==> src/rtl/pipe_skid_reg_pkg.sv <==
// Shared definitions for the pipe_skid_reg stage: occupancy state encodings and stall counter width.
package pipe_skid_reg_pkg;

  typedef enum logic [1:0] {
    PIPE_EMPTY = 2'd0,
    PIPE_ONE   = 2'd1,
    PIPE_TWO   = 2'd2
  } pipe_state_t;

  localparam int STALL_CNT_W = 16;

endpackage

==> src/rtl/pipe_skid_reg_flopenr.sv <==
// Load-enabled data register with synchronous active-high reset to zero.
module flopenr #(
  parameter int WIDTH = 32
) (
  input  logic             clk,
  input  logic             reset,
  input  logic             en,
  input  logic [WIDTH-1:0] d,
  output logic [WIDTH-1:0] q
);

  always_ff @(posedge clk) begin
    if (reset)   q <= '0;
    else if (en) q <= d;
  end

endmodule

==> src/rtl/pipe_skid_reg.sv <==
// Valid/ready pipeline stage with a main + skid entry so in_ready is a pure state decode.
// Optional stall statistics counter enabled by defining PIPE_SKID_STATS_EN.
module pipe_skid_reg
  import pipe_skid_reg_pkg::*;
#(
  parameter int WIDTH = 32
) (
  input  logic                   clk,
  input  logic                   reset,
  input  logic                   flush,
  input  logic                   in_valid,
  output logic                   in_ready,
  input  logic [WIDTH-1:0]       in_data,
  output logic                   out_valid,
  input  logic                   out_ready,
  output logic [WIDTH-1:0]       out_data
`ifdef PIPE_SKID_STATS_EN
  ,
  output logic [STALL_CNT_W-1:0] stall_cnt
`endif
);

  pipe_state_t      state_reg;
  logic             in_fire;
  logic             out_fire;
  logic             main_load;
  logic             skid_load;
  logic [WIDTH-1:0] main_next;
  logic [WIDTH-1:0] skid_reg;

  assign in_ready  = (state_reg != PIPE_TWO);
  assign out_valid = (state_reg != PIPE_EMPTY);
  assign in_fire   = in_valid & in_ready;
  assign out_fire  = out_valid & out_ready;

  // Data loads are suppressed on flush; the entries just go stale behind out_valid=0.
  always_comb begin
    main_load = 1'b0;
    skid_load = 1'b0;
    main_next = in_data;
    if (!flush) begin
      unique case (state_reg)
        PIPE_EMPTY: main_load = in_fire;
        PIPE_ONE: begin
          main_load = in_fire & out_fire;
          skid_load = in_fire & ~out_ready;
        end
        PIPE_TWO: begin
          main_load = out_fire;
          main_next = skid_reg;
        end
        default: ;
      endcase
    end
  end

  always_ff @(posedge clk) begin
    if (reset || flush) begin
      state_reg <= PIPE_EMPTY;
    end else begin
      unique case (state_reg)
        PIPE_EMPTY: if (in_fire) state_reg <= PIPE_ONE;
        PIPE_ONE: begin
          if (in_fire && !out_ready)      state_reg <= PIPE_TWO;
          else if (!in_fire && out_fire)  state_reg <= PIPE_EMPTY;
        end
        PIPE_TWO: if (out_fire) state_reg <= PIPE_ONE;
        default: state_reg <= PIPE_EMPTY;
      endcase
    end
  end

  flopenr #(.WIDTH(WIDTH)) u_main (
    .clk  (clk),
    .reset(reset),
    .en   (main_load),
    .d    (main_next),
    .q    (out_data)
  );

  flopenr #(.WIDTH(WIDTH)) u_skid (
    .clk  (clk),
    .reset(reset),
    .en   (skid_load),
    .d    (in_data),
    .q    (skid_reg)
  );

`ifdef PIPE_SKID_STATS_EN
  logic [STALL_CNT_W-1:0] stall_cnt_reg;

  // Saturating; flush deliberately leaves the count alone.
  always_ff @(posedge clk) begin
    if (reset)
      stall_cnt_reg <= '0;
    else if (out_valid && !out_ready && stall_cnt_reg != {STALL_CNT_W{1'b1}})
      stall_cnt_reg <= stall_cnt_reg + {{(STALL_CNT_W-1){1'b0}}, 1'b1};
  end

  assign stall_cnt = stall_cnt_reg;
`endif

endmodule

==> config.mk <==
export PLATFORM = sky130hd
export DESIGN_NAME = pipe_skid_reg
export DESIGN_NICKNAME = d
export VERILOG_FILES = /design/src/rtl/pipe_skid_reg_pkg.sv /design/src/rtl/pipe_skid_reg_flopenr.sv /design/src/rtl/pipe_skid_reg.sv
export SDC_FILE = /design/constraint.sdc
export NUM_CORES = 1
export LEC_CHECK = 0
export ABC_AREA = 1
export BUFFER_PORTS_ARGS = -buffer_cell sky130_fd_sc_hd__buf_2
export CAP_MARGIN = 20
export CORE_MARGIN = 10
export CORE_UTILIZATION = 53
export CTS_CLUSTER_SIZE = 12
export DETAILED_ROUTE_END_ITERATION = 6
export HOLD_SLACK_MARGIN = 0.06
export PLACE_DENSITY_LB_ADDON = 0.1
export SLEW_MARGIN = 25
export SYNTH_ARGS = -nofsm -noshare
export SYNTH_HDL_FRONTEND = slang
export SYNTH_SLANG_ARGS = --single-unit
==> constraint.sdc <==
create_clock -name clk -period 1.4 [get_ports clk]
set_input_delay 0.42 -clock clk [delete_from_list [all_inputs] [get_ports clk]]
set_output_delay 0.42 -clock clk [all_outputs]
set_load 0.02 [all_outputs]
Word-level counts from Yosys, hierarchy flattened
Cells that the tools add are included.
{"block": "word_totals", "n_memories": 0, "ramBits": 0, "latchBits": 0, "romBits": 0, "input_bits": 37, "wordCells": 33, "reg_bits": 66}
{"block": "classes", "n_lt_le_gt_ge": 0, "addsub": 0, "n_shift": 0, "n_mux": 11, "eq_ne": 6, "div_mod_pow": 0, "reduce_logical": 8, "mul": 0, "bitwise": 5}
{"cell": "$mux W32", "n": 2}
{"cell": "$mux W2", "n": 4}
{"cell": "$ne A2 B2 Y1 const B", "n": 3}
{"cell": "$pmux W2 S3", "n": 1}
{"cell": "$and A1 B1 Y1", "n": 4}
{"cell": "$mux W1", "n": 3}
{"cell": "$ne A3 B3 Y1 const B", "n": 1}
{"cell": "$pmux W1 S3", "n": 1}
{"cell": "$reduce_and A3 Y1", "n": 1}
{"cell": "$eq A2 B1 Y1 const B", "n": 1}
{"cell": "$eq A2 B2 Y1 const B", "n": 1}
{"cell": "$logic_and A1 B1 Y1", "n": 2}
{"cell": "$logic_not A1 Y1", "n": 2}
{"cell": "$logic_not A2 Y1", "n": 1}
{"cell": "$reduce_bool A2 Y1", "n": 1}
{"cell": "$logic_or A1 B1 Y1", "n": 1}
{"cell": "$not A1 Y1", "n": 1}

Logic depth before layout (Yosys ltp)
Gate-level depths: netlist of run 1.
{"block": "depth", "ltp_word": 7, "ltp_mapped": 8, "ltp_nobuf": 7}

Hierarchy
Synthesis of run 1 repeated with hierarchy kept, for this count alone.
{"block": "hier_totals", "cells_unflattened": 539, "area_unflattened_um2": 3315.7}
{"module": "flopenr", "n_inst": 2, "cells_per_inst": 203, "area_each_um2": 1338.8}
{"module": "pipe_skid_reg", "n_inst": 1, "cells_per_inst": 133, "area_each_um2": 638.1}

Worst setup path after synthesis of run 1
No wires, ideal clock.
{"block": "synth_path", "path_type": "input -> register", "from": "in flush", "to": "reg u_skid.q[10]", "t_required_ps": 1284, "path_slack_ps": 118, "cell_stages": 7, "setup_ps": 116, "arrival_ps": 1166, "cell_sequence": "inv_2 nand3_1 nor2_2 inv_2 clkbuf_1 nor2_1 nor2_1"}
{"block": "synth_via", "elab_chain_cells": 1}
{"element": "start, declared", "line_no": "pipe_skid_reg.sv:10", "text": "input logic flush,"}
{"element": "$mux W1", "line_no": "pipe_skid_reg.sv:41", "text": "if (!flush) begin"}
{"element": "end signal, assigned", "line_no": "pipe_skid_reg_flopenr.sv:13", "text": "if (reset) q <= '0;"}
{"element": "end signal, assigned", "line_no": "pipe_skid_reg_flopenr.sv:14", "text": "else if (en) q <= d;"}
{"element": "end, declared", "line_no": "pipe_skid_reg_flopenr.sv:9", "text": "output logic [WIDTH-1:0] q"}
Every way passes these cells.
A chain may end at the register's enable or synchronous reset.

Worst setup path in the final report of run 1
{"block": "layout_path", "from": "reg state_reg[1]", "to": "out in_ready"}
{"block": "layout_via", "elab_chain_cells": 1}
{"element": "start, declared", "line_no": "pipe_skid_reg.sv:23", "text": "pipe_state_t state_reg;"}
{"element": "start signal, assigned", "line_no": "pipe_skid_reg.sv:59", "text": "state_reg <= PIPE_EMPTY;"}
{"element": "start signal, assigned", "line_no": "pipe_skid_reg.sv:62", "text": "PIPE_EMPTY: if (in_fire) state_reg <= PIPE_ONE;"}
{"element": "start signal, assigned", "line_no": "pipe_skid_reg.sv:64", "text": "if (in_fire && !out_ready) state_reg <= PIPE_TWO;"}
{"element": "$ne A2 B2 Y1", "line_no": "pipe_skid_reg.sv:31", "text": "assign in_ready = (state_reg != PIPE_TWO);"}
{"element": "end, declared", "line_no": "pipe_skid_reg.sv:12", "text": "output logic in_ready,"}
Every way passes these cells.

==> results of run 1 <==
==> synthesized netlist by cell type, drive strengths merged <==
master / n
nand2: 134
nor2: 130
dfxtp: 66
inv: 40
nand3: 36
o21ai: 33
buf: 15
clkbuf: 13
a21oi: 2
nor4: 1
==> path summary, 6_finish.rpt <==
check,end,slack [ps],start,cells past startpoint
max reg2reg,u_main.q[2]$_SDFFE_PP0P_,70,state_reg[0]$_SDFFE_PP0P_,7
min,state_reg[1]$_SDFFE_PP0P_,260,flush,2
max,in_ready,-30,state_reg[1]$_SDFFE_PP0P_,4
min reg2reg,u_skid.q[19]$_SDFFE_PP0P_,500,u_skid.q[19]$_SDFFE_PP0P_,2
==> area by class of cell <==
| cell class | count | area, sq um |
|---|---|---|
| inverter | 40 | 155.1 |
| clock buffer | 14 | 172.7 |
| fill | 521 | 1689 |
| clock inverter | 2 | 10.01 |
| multi-input combinational | 336 | 1386 |
| sequential | 66 | 1326 |
| timing repair buffer | 91 | 643.1 |
| tap | 72 | 90.09 |
==> worst register-to-register path: stages (launching register included) <==
cell       delay, ps
dfxtp_4          370
inv_4             60
nand3_1          140
nand2_2          180
nand2_8          110
clkbuf_16        200
nor2_1           120
nor2_1            60
==> routing by layer <==
metal  vias to the layer above  track usage
met4                         0      0.06359
li1                       1577            -
met3                        12      0.05948
met2                        87       0.2849
met5                         -            0
met1                      1364       0.2073
==> kinds of logic (layout without fill, tap and decap cells) <==
logic type / count (synthesis) / after routing
buffers and inverters: 68 / 147
DFF: 66 / 66
and+or+nand+nor: 301 / 301
AOI/OAI and AO/OA: 35 / 35
==> per-stage QoR <==
| step | power (mW) | worst slack, ps |
|---|---|---|
| CTS | 4.092 | -60.25 |
| global route | 4.295 | -77.16 |
| detailed placement | 2.606 | -3.144 |
| global placement | 2.599 | 23.88 |
| finish | 4.105 | -30.21 |
| floorplan | 2.388 | 118.1 |
==> repair_timing <==
action	in CTS	in global routing
resized for setup	11	6
endpoints found under the setup margin	2	27
pin swaps	1	3
buffers inserted	4	0
hold endpoints to repair	0	0
gates cloned	0	3
==> power groups by stage <==
stage,registers (mW),logic (mW),clock network [mW]
5_1_grt,2.01,0.686,1.60
3_3_place_gp,2.04,0.561,0
4_1_cts,2.00,0.577,1.52
6_report,2.00,0.615,1.49
2_1_floorplan,2.12,0.263,0
3_5_place_dp,2.04,0.566,0
==> results.md, run 1 <==
* Status: finished, violations left
* Failing checks: negative setup slack
* Commonest cells after routing, fill and taps aside: nand2_1, nor2_1, buf_2
* Cells along the critical path: inv_4 -> nor2_4 -> inv_2 -> buf_6
* Vias in the first global route at ~2800
* Syn Area/Cell at 6.288 sq um
* CTS Buf Count at 9
* Syn nets at 507
* Post-layout util at 0.6914
* H-Tree Depth at 3
* Gr usage total at 0.1741
* Delay-heaviest family, CP: flip-flops
* Final setup viols at 1
* Slowest CP cell: dfxtp_2
* Final cell count without fillers at 621
* Clock Skew at 6.139 ps
* Startpoint Class: register
* Slew @ Worst Pin at 250.3 ps
* Fmax at between 600 and 700 MHz
* Critical-path maximum fanout at 3
* Area share of fa/ha/maj cells after synthesis at 0
* Setup TNS at -30.21 ps
* Worst Path Required at 980 ps
* Combinational share of power at 0.150
* Clock power frac at 0.364
* Die footprint at 8963 sq um
* Clock latency at the later pin of the worst-skew pair at 350 ps
* Pwr/cell area at about 1100 nW/um^2
* Sink Count at 66
* Mux cell area share after synthesis at 0
* Layout cells sized above 1 at 0.2149
* P_int at 2.984 mW
* Final hold vios at 0
* Total gr overflow at 0
* Avg WL per Cell at roughly 13 um
* Register area share after synthesis at 0.4471
* Yosys reg bits at 66
* Hold_buf cts at 0
* Worst hold slack at between 200 and 300 ps
* Cell area after synthesis at 2955 sq um
* Post-synth top area cell: dfxtp_1
* Tcrit/Tclk final at 1.022
* Simple-gate share of the synthesized area at 0.4009
* P_leak at 2.099 nW
* Core Footprint at 5473 sq um
* Dpl cell area at about 3400 sq um
* CTS tree: built
* Sw power at 1.121 mW
* Proportion of netlist area held by the largest area contributor at 0.4471
* Largest family of logic cells by synthesized area: simple AND/OR/NAND/NOR gates
* Top Layer Used: met4
* Final ANT Viol Nets at 0
* WL met2 at 3865 um
* Fin worst setup slack at -30.21 ps
* DRC Markers at 0
* Warnings, synthesis at 0
* Final net count at 581
* Num ports at 71
* Iteration-0 DRC count of the detailed router at 175
* First-pass GRT wire length at roughly 13000 um
* Worst min path class: input pin to register
* Die Ht at 94.68 um
* Die W at 94.68 um
* Maximum VDD drop at 0.6825 mV
* Cells after Synth at 470
* Sequential power share at 0.487
* Commonest non-fill, non-tap cell in the layout: nand2_1
* Diodes inserted at 0
* Hpwl dp at 4950 um
* Max_cap viols at 0
* Routed wl met3 at ~610 um
* M1 WL at around 3500 um
* Drt pass-1 iters at 4
* Routed vias at 3040
* Largest net degree at the start of global routing at 37
* Post-synthesis cell type count at 14
* Worst Setup Path Type: register to output pin
* Clock transition at path regs at 70 ps
* CP Capture Type: output pin
* IO buf count at 70
* Clock buffer depth at 2
* CTS Root Cell: clkbuf_8
* Compound-Gate Fraction of Synth Area at 0.05927
* RSZ-0062 raised after global routing: yes
* Minimum clock period at 1430 ps
* Detailed Route WL at a little over 8000 um
* Crit path buf inv count at 3
* Critical Path Max Stage Delay at around 350 ps
* RD Place Congestion at around 0.80
* Worst path arrival time at 1010 ps
* XOR/XNOR share of the synthesized area at 0
* Switching Fraction at 0.2730
* Area contributors post-synth: dfxtp_1, nand2_1, nor2_1
* Fin. max-slew vios at 0
* Starting Density at 0.5400
* Std cell rows at 27
* Synthesis-to-layout area growth at 28.03%
* DP Cell Count at 598
* Initial antenna violation count at 0
* Slew margin rel. at 0.8327
* Vias per cell at 4.895
* Final instance area at 3784 sq um
Power figures use the tool's default switching activity.
==> run 2: changes to the inputs <==
--- a/config.mk
+++ b/config.mk
@@ -10,10 +10,11 @@
 export CAP_MARGIN = 20
 export CORE_MARGIN = 10
 export CORE_UTILIZATION = 53
+export CTS_CLUSTER_DIAMETER = 30
 export CTS_CLUSTER_SIZE = 12
 export DETAILED_ROUTE_END_ITERATION = 6
 export HOLD_SLACK_MARGIN = 0.06
-export PLACE_DENSITY_LB_ADDON = 0.1
+export PLACE_DENSITY = 0.84
 export SLEW_MARGIN = 25
 export SYNTH_ARGS = -nofsm -noshare
 export SYNTH_HDL_FRONTEND = slang
==> run 2 against run 1 <==
The run still ends with negative setup slack left. Register-to-register slack got worse by 30 ps. Critical path type unchanged. Clock power increased by 12%. First-iteration DRC count decreased by 26%. Global-route usage decreased by 0.24 points. Clock skew increased by 1.3 ps. Sequential share of layout area increased by 0.28 points. Combinational power decreased by 5.2%. Utilization decreased by 0.55 points. Via count increased by 0.63%. Power increased by 3.5%. Setup slack got worse by 39 ps. Design area decreased by 0.79%.
==> results.md, run 2 (synthesized netlist as in run 1, its figures left out) <==
* Vias in the first global route at 2878 (was 2830)
* Setup TNS at -71.99 ps (was -30.21 ps)
* Die W at 94.68 um (unchanged)
* Worst path arrival time at 1050 ps (was 1010 ps)
* P_leak at 2.074 nW (was 2.099 nW)
* Largest net degree at the start of global routing at 38 (was 37)
* RD Place Congestion at 0.8349 (was 0.7956)
* Hold worst-path end: state_reg[1]$_SDFFE_PP0P_ (unchanged)
* R2r endpoint: u_skid.q[30]$_SDFFE_PP0P_ (was u_main.q[2]$_SDFFE_PP0P_)
* R2R setup slack at 40 ps (was 70 ps)
* First-pass GRT wire length at 12540 um (was 12720 um)
* Cells along the critical path: inv_4 -> nor2_4 -> inv_2 -> buf_6 (unchanged)
* Worst setup startpoint: state_reg[1]$_SDFFE_PP0P_ (unchanged)
* RSZ-0062 raised after global routing: yes (unchanged)
* Hpwl dp at 4941 um (was 4950 um)
* Iteration-0 DRC count of the detailed router at 129 (was 175)
* FILL cells at 501 (was 521)
* Startpoint Class: register (unchanged)
* Total gr overflow at 0 (unchanged)
* CP Capture Type: output pin (unchanged)
* Critical-path maximum fanout at 4 (was 3)
* Status: finished, violations left (unchanged)
* Drt pass-1 iters at 5 (was 4)
* Sink Count at 66 (unchanged)
* Hold_buf cts at 0 (unchanged)
* Gr usage total at 0.1717 (was 0.1741)
* Vias per cell at 4.966 (was 4.895)
* Hold Crit Depth at 2 (unchanged)
* Final net count at 577 (was 581)
* Detailed Route WL at 7947 um (was 8044 um)
* Final ANT Viol Nets at 0 (unchanged)
* Delay-heaviest family, CP: flip-flops (unchanged)
* Tcrit/Tclk final at 1.050 (was 1.022)
* CTS tree: built (unchanged)
* Diodes inserted at 0 (unchanged)
* Die Ht at 94.68 um (unchanged)
* R2R depth at 8 (was 7)
* Minimum clock period at 1470 ps (was 1430 ps)
* Commonest non-fill, non-tap cell in the layout: nand2_1 (unchanged)
* Clock transition at path regs at 70 ps (about the same)
* Num ports at 71 (unchanged)
* Clock Skew at 7.485 ps (was 6.139 ps)
* Pwr/cell area at 1132 nW/um^2 (was 1085 nW/um^2)
* Maximum VDD drop at 0.7506 mV (was 0.6825 mV)
* Initial antenna violation count at 0 (unchanged)
* Worst hold slack at 247.3 ps (was 259.1 ps)
* Crit path buf inv count at 3 (unchanged)
* Core Footprint at 5473 sq um (unchanged)
* Fmax at 680.4 MHz (was 699.2 MHz)
* Max_cap viols at 0 (unchanged)
* DRC Markers at 0 (unchanged)
* Starting Density at 0.5400 (unchanged)
* H-Tree Depth at 3 (unchanged)
* RR Startpoint: state_reg[1]$_SDFFE_PP0P_ (was state_reg[0]$_SDFFE_PP0P_)
* Fin worst setup slack at -69.70 ps (was -30.21 ps)
* Slowest CP cell: dfxtp_2 (unchanged)
* Final setup viols at 2 (was 1)
* Worst Setup Path Type: register to output pin (unchanged)
* Routed vias at 3059 (was 3040)
* IO buf count at 70 (unchanged)
* Slew margin rel. at 0.7566 (was 0.8327)
* Hold Startpoint: flush (unchanged)
* Worst min path class: input pin to register (unchanged)
* Slew @ Worst Pin at 365.1 ps (was 250.3 ps)
* Avg WL per Cell at 12.90 um (was 12.95 um)
* Clock latency at the later pin of the worst-skew pair at 340 ps (was 350 ps)
* Worst Path Required at 980 ps (about the same)
* Clock buffer depth at 2 (unchanged)
* Die footprint at 8963 sq um (unchanged)
* CTS Root Cell: clkbuf_8 (unchanged)
* Std cell rows at 27 (unchanged)
* Commonest cells after routing, fill and taps aside: nand2_1, nor2_1, buf_2 (unchanged)
* Critical Path Max Stage Delay at 350 ps (about the same)
* Fin. max-slew vios at 0 (unchanged)
* CTS Buf Count at 9 (unchanged)
* Failing checks: negative setup slack (unchanged)
* Final hold vios at 0 (unchanged)
* Synthesis-to-layout area growth at 27.01% (was 28.03%)
* Layout cells sized above 1 at 0.2077 (was 0.2149)
run 2: changes by cell type in the layout (fill, tap and decap cells not counted), sizes merged:
| cell | previous run | this run |
|---|---|---|
| clkinv | 2 | 1 |
| clkbuf | 17 | 15 |
| bufinv | 0 | 1 |
| buf | 88 | 85 |
run 2: through the flow:
step / total power [mW] / instances / util / worst slack (ps) / area [sq um]
3_3_place_gp: 2.584 / 595 / 0.6198 / 9.463 / 3392
3_5_place_dp: 2.595 / 595 / 0.6198 / -62.07 / 3392
5_1_grt: 4.410 / 616 / 0.6859 / -101.4 / 3754
2_1_floorplan: 2.388 / 470 / - / 118.1 / 2955
4_1_cts: 4.236 / 612 / 0.6653 / -75.99 / 3641
6_report: 4.248 / 616 / 0.6859 / -69.70 / 3754
run 2: how the worst max path moves through the flow:
stage | endpoint | slack [ps] | cells after the start
after floorplan | u_skid.q[10]$_SDFFE_PP0P_ | 120 | 7
after global placement | u_skid.q[9]$_SDFFE_PP0P_ | 9 | 7
after detailed placement | u_skid.q[16]$_SDFFE_PP0P_ | -60 | 7
after CTS | in_ready | -80 | 4
after global routing | in_ready | -100 | 4
final | in_ready | -70 | 4
run 2: power by group:
| part | internal, mW | total [mW] | switching [mW] |
|---|---|---|---|
| Clock | 0.957 | 1.67 | 0.710 |
| Combinational | 0.218 | 0.583 | 0.364 |
| Sequential | 1.96 | 2.00 | 0.0390 |
run 2: area by class of cell:
class                   count  area [sq um]  share of cell area
clock buffers              13         168.9             0.04500
clock inverters             2         35.03            0.009333
inverters                  40         160.2             0.04267
multi-input cells         336          1388              0.3697
flip-flops and latches     66          1326              0.3533
well taps                  72         90.09             0.02400
repair buffers             87         585.6              0.1560
run 2: what timing repair did:
| action | 4_1_cts | 5_1_grt |
|---|---|---|
| pin swaps | 1 | 3 |
| buffers inserted | 2 | 2 |
| setup endpoints to repair | 2 | 51 |
| cloned | 0 | 2 |
| gates resized for setup | 12 | 12 |
run 2: worst reg2reg max path: cells and delay by family (launching register included):
kind            cells  cell delay, ps
buf+inv             4             460
simple gates        3             410
compound gates      1              90
flops               1             340
run 2: layer usage:
metal  track usage  part of all wire  up-vias
li1              -                 -     1564
met1        0.2019              0.43     1379
met2        0.2849              0.48      108
met3       0.06027             0.076        8
met4       0.05860            0.0077        0
met5             0                 0        -
